`config.mk`:
```
export PLATFORM = sky130hd
export DESIGN_NAME = perceptron_scheduler
export DESIGN_NICKNAME = d
export VERILOG_FILES = /design/src/rtl/perceptron_scheduler.sv
export SDC_FILE = /design/constraint.sdc
export NUM_CORES = 1
export LEC_CHECK = 0
export BUFFER_PORTS_ARGS = -buffer_cell sky130_fd_sc_hd__buf_2
export CAP_MARGIN = 20
export CELL_PAD_IN_SITES_DETAIL_PLACEMENT = 1
export CELL_PAD_IN_SITES_GLOBAL_PLACEMENT = 2
export CORE_ASPECT_RATIO = 0.8
export CORE_MARGIN = 4
export CORE_UTILIZATION = 22
export DETAILED_ROUTE_END_ITERATION = 10
export GPL_TIMING_DRIVEN = 0
export PLACE_DENSITY = 0.74
export SLEW_MARGIN = 20
export SYNTH_ARGS = -nofsm -noshare
export SYNTH_HDL_FRONTEND = slang
export SYNTH_SLANG_ARGS = --single-unit
```
`constraint.sdc`:
```
create_clock -name clk -period 1.8 [get_ports clk]
set_input_delay 0.45 -clock clk [delete_from_list [all_inputs] [get_ports clk]]
set_output_delay 0.45 -clock clk [all_outputs]
set_load 0.05 [all_outputs]
```
`src/rtl/perceptron_scheduler.sv`:
```
// -----------------------------------------------------------------------------
// perceptron_scheduler
//   This block lets NUM_REQ feature-extraction front ends share one
//   combinational perceptron classifier.
//   A round-robin arbiter accepts one {edges, curves} sample at a time and
//   drives it onto the perceptron operand outputs. It holds the sample for
//   SETTLE_CYCLES cycles, captures the class, and then offers the class with
//   the requester id on a valid/ready result port.
//
// Ports
//   clk, rst               rising-edge clock, synchronous active-high reset
//   req_valid[NUM_REQ]     per-requester sample valid
//   req_ready[NUM_REQ]     one-hot grant, asserted only in IDLE
//   req_edges/req_curves   packed samples, slot i at [3i+2:3i] / [4i+3:4i]
//   pc_edges/pc_curves     registered operands to the shared perceptron
//   pc_out                 perceptron class output
//   res_valid/res_ready    result handshake
//   res_class/res_id       captured class and owning requester
//   res_oor                captured class above 9 (no class matched)
//   busy                   scheduler not idle
//
// Optional feature macro: SCHED_STATS_EN
//   When defined, stat_done[15:0] and stat_oor[15:0] count handed-off results.
//   stat_oor counts only results with res_oor set. Both counters saturate.
// -----------------------------------------------------------------------------
module perceptron_scheduler #(
    parameter int NUM_REQ       = 4,
    parameter int ID_W          = 2,
    parameter int SETTLE_CYCLES = 1
) (
    input  logic                 clk,
    input  logic                 rst,
    input  logic [NUM_REQ-1:0]   req_valid,
    output logic [NUM_REQ-1:0]   req_ready,
    input  logic [NUM_REQ*3-1:0] req_edges,
    input  logic [NUM_REQ*4-1:0] req_curves,
    output logic [2:0]           pc_edges,
    output logic [3:0]           pc_curves,
    input  logic [3:0]           pc_out,
    output logic                 res_valid,
    input  logic                 res_ready,
    output logic [3:0]           res_class,
    output logic [ID_W-1:0]      res_id,
    output logic                 res_oor,
    output logic                 busy
`ifdef SCHED_STATS_EN
    ,
    output logic [15:0]          stat_done,
    output logic [15:0]          stat_oor
`endif
);

    typedef enum logic [1:0] {
        ST_IDLE   = 2'd0,
        ST_SETTLE = 2'd1,
        ST_RESP   = 2'd2
    } state_t;

    // Any code above 9 means no class matched
    function automatic logic class_oor(input logic [3:0] c);
        return (c > 4'd9);
    endfunction

    state_t              r_state;
    logic [ID_W-1:0]     r_ptr;
    logic [3:0]          r_cnt;
    logic [2:0]          r_op_edges;
    logic [3:0]          r_op_curves;
    logic                r_res_valid;
    logic [3:0]          r_res_class;
    logic [ID_W-1:0]     r_res_id;
    logic                r_res_oor;
    logic                r_busy;

    logic [2:0]          w_e [NUM_REQ];
    logic [3:0]          w_c [NUM_REQ];
    logic                w_found;
    logic [ID_W-1:0]     w_gnt_idx;
    logic [NUM_REQ-1:0]  w_gnt_onehot;

    // Unpack the flat sample buses into per-requester slots
    for (genvar g = 0; g < NUM_REQ; g++) begin : g_unpack
        assign w_e[g] = req_edges[3*g+2:3*g];
        assign w_c[g] = req_curves[4*g+3:4*g];
    end

    // Round-robin search. The first loop covers indices above the pointer and
    // the second wraps around to 0..ptr, so the last winner has lowest priority.
    always_comb begin
        w_found   = 1'b0;
        w_gnt_idx = {ID_W{1'b0}};
        for (int j = 0; j < NUM_REQ; j++) begin
            if (!w_found && (j > int'(r_ptr)) && req_valid[ID_W'(j)]) begin
                w_found   = 1'b1;
                w_gnt_idx = ID_W'(j);
            end else begin
                w_found   = w_found;
            end
        end
        for (int j = 0; j < NUM_REQ; j++) begin
            if (!w_found && (j <= int'(r_ptr)) && req_valid[ID_W'(j)]) begin
                w_found   = 1'b1;
                w_gnt_idx = ID_W'(j);
            end else begin
                w_found   = w_found;
            end
        end
    end

    // Grant pulse. It is suppressed during reset so that no handshake appears
    // to complete while the FSM is being cleared.
    always_comb begin
        w_gnt_onehot = {{(NUM_REQ-1){1'b0}}, 1'b1} << w_gnt_idx;
        if ((r_state == ST_IDLE) && w_found && !rst) begin
            req_ready = w_gnt_onehot;
        end else begin
            req_ready = {NUM_REQ{1'b0}};
        end
    end

    // Scheduler FSM: accept, settle, capture, hand off
    always_ff @(posedge clk) begin
        if (rst) begin
            r_state     <= ST_IDLE;
            r_ptr       <= ID_W'(NUM_REQ - 1);
            r_cnt       <= 4'd0;
            r_op_edges  <= 3'd0;
            r_op_curves <= 4'd0;
            r_res_valid <= 1'b0;
            r_res_class <= 4'd0;
            r_res_id    <= {ID_W{1'b0}};
            r_res_oor   <= 1'b0;
            r_busy      <= 1'b0;
        end else begin
            case (r_state)
                ST_IDLE: begin
                    if (w_found) begin
                        r_op_edges  <= w_e[w_gnt_idx];
                        r_op_curves <= w_c[w_gnt_idx];
                        r_res_id    <= w_gnt_idx;
                        r_ptr       <= w_gnt_idx;
                        r_cnt       <= 4'(SETTLE_CYCLES);
                        r_busy      <= 1'b1;
                        r_state     <= ST_SETTLE;
                    end else begin
                        r_state     <= ST_IDLE;
                    end
                end
                ST_SETTLE: begin
                    // The capture happens on the last settle cycle, so any
                    // earlier pc_out glitches are ignored.
                    if (r_cnt == 4'd1) begin
                        r_res_class <= pc_out;
                        r_res_oor   <= class_oor(pc_out);
                        r_res_valid <= 1'b1;
                        r_cnt       <= 4'd0;
                        r_state     <= ST_RESP;
                    end else begin
                        r_cnt       <= r_cnt - 4'd1;
                    end
                end
                ST_RESP: begin
                    if (res_ready) begin
                        r_res_valid <= 1'b0;
                        r_busy      <= 1'b0;
                        r_state     <= ST_IDLE;
                    end else begin
                        r_state     <= ST_RESP;
                    end
                end
                default: begin
                    r_res_valid <= 1'b0;
                    r_busy      <= 1'b0;
                    r_state     <= ST_IDLE;
                end
            endcase
        end
    end

    assign pc_edges  = r_op_edges;
    assign pc_curves = r_op_curves;
    assign res_valid = r_res_valid;
    assign res_class = r_res_class;
    assign res_id    = r_res_id;
    assign res_oor   = r_res_oor;
    assign busy      = r_busy;

`ifdef SCHED_STATS_EN
    function automatic logic [15:0] sat_inc(input logic [15:0] v);
        if (v == 16'hFFFF) begin
            return v;
        end else begin
            return v + 16'd1;
        end
    endfunction

    logic        w_res_hs;
    logic [15:0] r_stat_done;
    logic [15:0] r_stat_oor;

    assign w_res_hs = r_res_valid && res_ready && (r_state == ST_RESP);

    // Saturating hand-off counters
    always_ff @(posedge clk) begin
        if (rst) begin
            r_stat_done <= 16'd0;
            r_stat_oor  <= 16'd0;
        end else if (w_res_hs) begin
            r_stat_done <= sat_inc(r_stat_done);
            if (r_res_oor) begin
                r_stat_oor <= sat_inc(r_stat_oor);
            end
        end
    end

    assign stat_done = r_stat_done;
    assign stat_oor  = r_stat_oor;
`endif

endmodule

```
==> tab_implementation.tex <==
\begin{tabular}{lr}
\hline
Metric & Value \\
\hline
\multicolumn{2}{l}{\textbf{Floorplan}} \\
\quad Initial cell density of the core & 23.1\% \\
\quad Die outline area & 5580 um\^{}2 \\
\quad I/O pin count & 59 \\
\quad Placeable core region & 4230 um\^{}2 \\
\quad Width of the chip & 82.5 um \\
\quad Number of placement rows & 21 \\
\quad Die outline height & 67.6 um \\
\multicolumn{2}{l}{\textbf{Yosys}} \\
\quad Instance count of the mapped netlist & 110 \\
\quad Share of synthesized registers carrying an async set or reset & 0\% \\
\quad Mean cell area of the mapped netlist & 8.88 um\^{}2 \\
\quad Number of flops mapped to enable cells by yosys & 0 \\
\quad Number of storage elements in the synthesis netlist & 23 \\
\quad Register area share after synthesis & 47.1\% \\
\quad Netlist area before placement & 977 um\^{}2 \\
\quad Yosys Warn Count & 0 \\
\quad Most used flip-flop cell after synthesis & sky130\_fd\_sc\_hd\_\_dfxtp\_1 \\
\quad Cell variety after synth & 32 \\
\multicolumn{2}{l}{\textbf{STA}} \\
\quad Crit path time final & 1.77 ns \\
\quad Fmax achieved & 565 MHz \\
\quad Post-route clock period utilization & 98.3\% \\
\quad Count of final setup violators & 0 \\
\quad Final Skew & 0.00220 ns \\
\quad Pins over their slew limit & 0 \\
\quad Final Hold Slack & 0.433 ns \\
\quad RSZ-0062 raised after global routing & yes \\
\quad Final sum of negative setup slack & 0 ns \\
\quad Hold violation total from the final report & 0 \\
\multicolumn{2}{l}{\textbf{Layout}} \\
\quad Final nets & 200 \\
\quad Number of inserted filler cells in the final layout & 518 \\
\quad Diode count & 0 \\
\quad Layout Cells excl Fill & 215 \\
\quad Flip-flop and latch area & 467 um\^{}2 \\
\quad Multi-input combinational cell area & 492 um\^{}2 \\
\quad Growth of design area from synthesis to finish & 42.3\% \\
\quad Most common cell after layout, fill and taps aside & sky130\_fd\_sc\_hd\_\_buf\_2 \\
\quad Most frequent cells in the layout & sky130\_fd\_sc\_hd\_\_buf\_2 (36), sky130\_fd\_sc\_hd\_\_dfxtp\_1 (20), sky130\_fd\_sc\_hd\_\_nor2\_1 (13) \\
\quad Share of cells above drive strength 1 & 40.5\% \\
\multicolumn{2}{l}{\textbf{Drt}} \\
\quad Remaining design rule violation count & 0 \\
\quad Routed Antenna Nets & 0 \\
\quad Final wirelength & 2930 um \\
\quad Routed vias/inst & 4.47 \\
\quad Routed wirelength normalized by instance count & 13.6 um \\
\quad Number of vias in the routed layout & 962 \\
\quad Number of optimization iterations in the first detailed-route pass & 6 \\
\quad Initial detailed-routing violation count & 69 \\
\multicolumn{2}{l}{\textbf{Place}} \\
\quad Final weighted congestion in routability-driven placement & 0.793 \\
\quad Number of port buffers & 38 \\
\quad HPWL Detailed & 2170 um \\
\quad Total placed cells including tap cells & 207 \\
\multicolumn{2}{l}{\textbf{Clocking}} \\
\quad CTS H-Tree Depth & 1 \\
\quad Sink count of the clock tree & 23 \\
\quad Clock input transition at the sequential cells of the worst setup and hold paths & 0.08 ns \\
\quad Root cell of the clock tree & sky130\_fd\_sc\_hd\_\_clkbuf\_8 \\
\quad CTS tree & yes \\
\quad Latest clock arrival within the worst-skew pair & 0.26 ns \\
\quad Total CTS buffers & 3 \\
\quad Maximum clock path buffer count & 2 \\
\multicolumn{2}{l}{\textbf{Pwr}} \\
\quad Static leakage & 0.000612 uW \\
\quad Power per cell area & 1000 nW/um\^{}2 \\
\quad Portion of total power attributed to the clock network & 23.6\% \\
\quad Logic pwr share & 33.2\% \\
\quad Sequential group share of total power & 43.2\% \\
\quad Maximum resistive drop on vdd & 0.243 mV \\
\quad Internal & 886 uW \\
\quad Net load switching power & 505 uW \\
\quad Switch share & 36.3\% \\
\multicolumn{2}{l}{\textbf{Min path}} \\
\quad Kind of path behind the tightest hold check & primary input to register \\
\multicolumn{2}{l}{\textbf{Global route}} \\
\quad Number of antenna violations at the first check in global routing & 0 \\
\quad GR Util All Layers & 11.2\% \\
\quad Number of global-route vias before repair & 1029 \\
\quad Congestion Overflow GR & 0 \\
\quad Wire length of the first global-routing pass & 4770 um \\
\quad Maximum number of pins on one net before global-route repair & 13 \\
\multicolumn{2}{l}{\textbf{Outcome}} \\
\quad Outcome & finished, final reports clean \\
\multicolumn{2}{l}{\textbf{Critical path}} \\
\quad Highest cell delay on the worst timing path & 0.36 ns \\
\quad Crit end category & primary output \\
\quad Cell-by-cell listing of the critical path & nor2\_4 -> and3\_4 -> buf\_6 -> nor2b\_4 -> buf\_8 \\
\quad CP required & 1.35 ns \\
\quad Path type of the worst setup path & register to primary output \\
\quad Worst Path Arrival & 1.32 ns \\
\quad Maximum fanout count along the critical path & 3 \\
\quad Critical-path cell with the highest stage delay & sky130\_fd\_sc\_hd\_\_dfxtp\_4 \\
\quad Startpoint types & register \\
\multicolumn{2}{l}{\textbf{Job}} \\
\quad \# Max-Cap Violations & 0 \\
\hline
\end{tabular}
==> layout make-up <==
type                            instances  share of cell area (%)
Multi-Input combinational cell         76                    35.4
Clock buffer                            4                    3.24
Tap cell                               57                    5.13
Inverter                                4                    1.08
Timing Repair Buffer                   42                    17.2
Sequential cell                        23                    33.6
Buffer                                  9                    4.41
==> stage by stage <==
step / instance area, um^2 / setup WS [ns] / utilization (%) / total power, uW
2_1_floorplan: 990 / 0.0450 / - / 919
4_1_cts: 1380 / 0.0225 / 32.6 / 1400
6_report: 1390 / 0.0302 / 32.9 / 1390
3_5_place_dp: 1250 / -0.100 / 29.6 / 1030
3_3_place_gp: 1250 / -0.0766 / 29.6 / 1020
5_1_grt: 1390 / -0.00758 / 32.9 / 1470
==> power by group through the flow <==
stage	logic [uW]	registers, uW	clock network [uW]
2_1_floorplan	211	708	0
3_3_place_gp	412	606	0
3_5_place_dp	423	610	0
4_1_cts	460	601	336
5_1_grt	502	610	360
6_report	461	601	329
==> repair_timing <==
action	CTS	global route
endpoints found under the setup margin	2	2
resized for setup	15	4
pin swaps	3	1
hold buffers	0	0
setup buffers	4	0
==> routing by layer <==
layer	track usage, %	vias up	routed length, um
li1	-	475	-
met1	13.5	468	1300
met2	20.0	15	1520
met3	1.87	4	81
met4	3.67	0	29
met5	0	-	0
==> flip-flops by register name, summed over array words and instances, names as in the netlist, 2 cells and up <==
name and cells:
pc_curves 4, r_cnt 4, res_class 4, pc_edges 3, r_ptr 2, r_state 2
==> critical path: cells and delay by family (launching register included) <==
family	cells	cell delay, ns
and+or+nand+nor	3	0.46
buffers and inverters	2	0.24
DFF	1	0.36
==> kinds of logic after synthesis <==
family                     count (synthesis)  synth area share, %
and+or+nand+nor                           40                 19.6
adders and majority gates                  2                 2.56
AOI/OAI and AO/OA                         29                 21.3
muxes                                      1                 1.02
buffers and inverters                     13                 7.17
xor gates and xnor gates                   1                0.896
other                                      1                0.384
DFF                                       23                 47.1
==> cell usage after synthesis, types with 2 or more instances <==
cell	n	area, um^2
sky130_fd_sc_hd__clkbuf_1	3	11.3
sky130_fd_sc_hd__dfxtp_1	23	460
sky130_fd_sc_hd__a21oi_2	2	17.5
sky130_fd_sc_hd__a222oi_1	7	70.1
sky130_fd_sc_hd__nand2b_1	2	12.5
sky130_fd_sc_hd__inv_1	4	15.0
sky130_fd_sc_hd__ha_1	2	25.0
sky130_fd_sc_hd__buf_4	3	22.5
sky130_fd_sc_hd__buf_2	2	10.0
sky130_fd_sc_hd__nor2b_1	3	18.8
sky130_fd_sc_hd__nand2_1	12	45.0
sky130_fd_sc_hd__o21ai_0	4	20.0
sky130_fd_sc_hd__nor2_1	14	52.6
sky130_fd_sc_hd__nor4_1	2	12.5
sky130_fd_sc_hd__nor3_1	2	10.0
sky130_fd_sc_hd__a21oi_1	9	45.0
==> worst paths after layout <==
| kind | slack [ns] | to | from | cells past startpoint |
|---|---|---|---|---|
| max | 0.03 | req_ready[1] | r_state[1] | 5 |
| min | 0.43 | res_class[0] | pc_out[0] | 3 |
| max reg2reg | 0.17 | res_class[0] | r_cnt[1] | 7 |
| min reg2reg | 0.46 | res_class[2] | res_class[2] | 2 |
(Power assumes the default switching activity.)
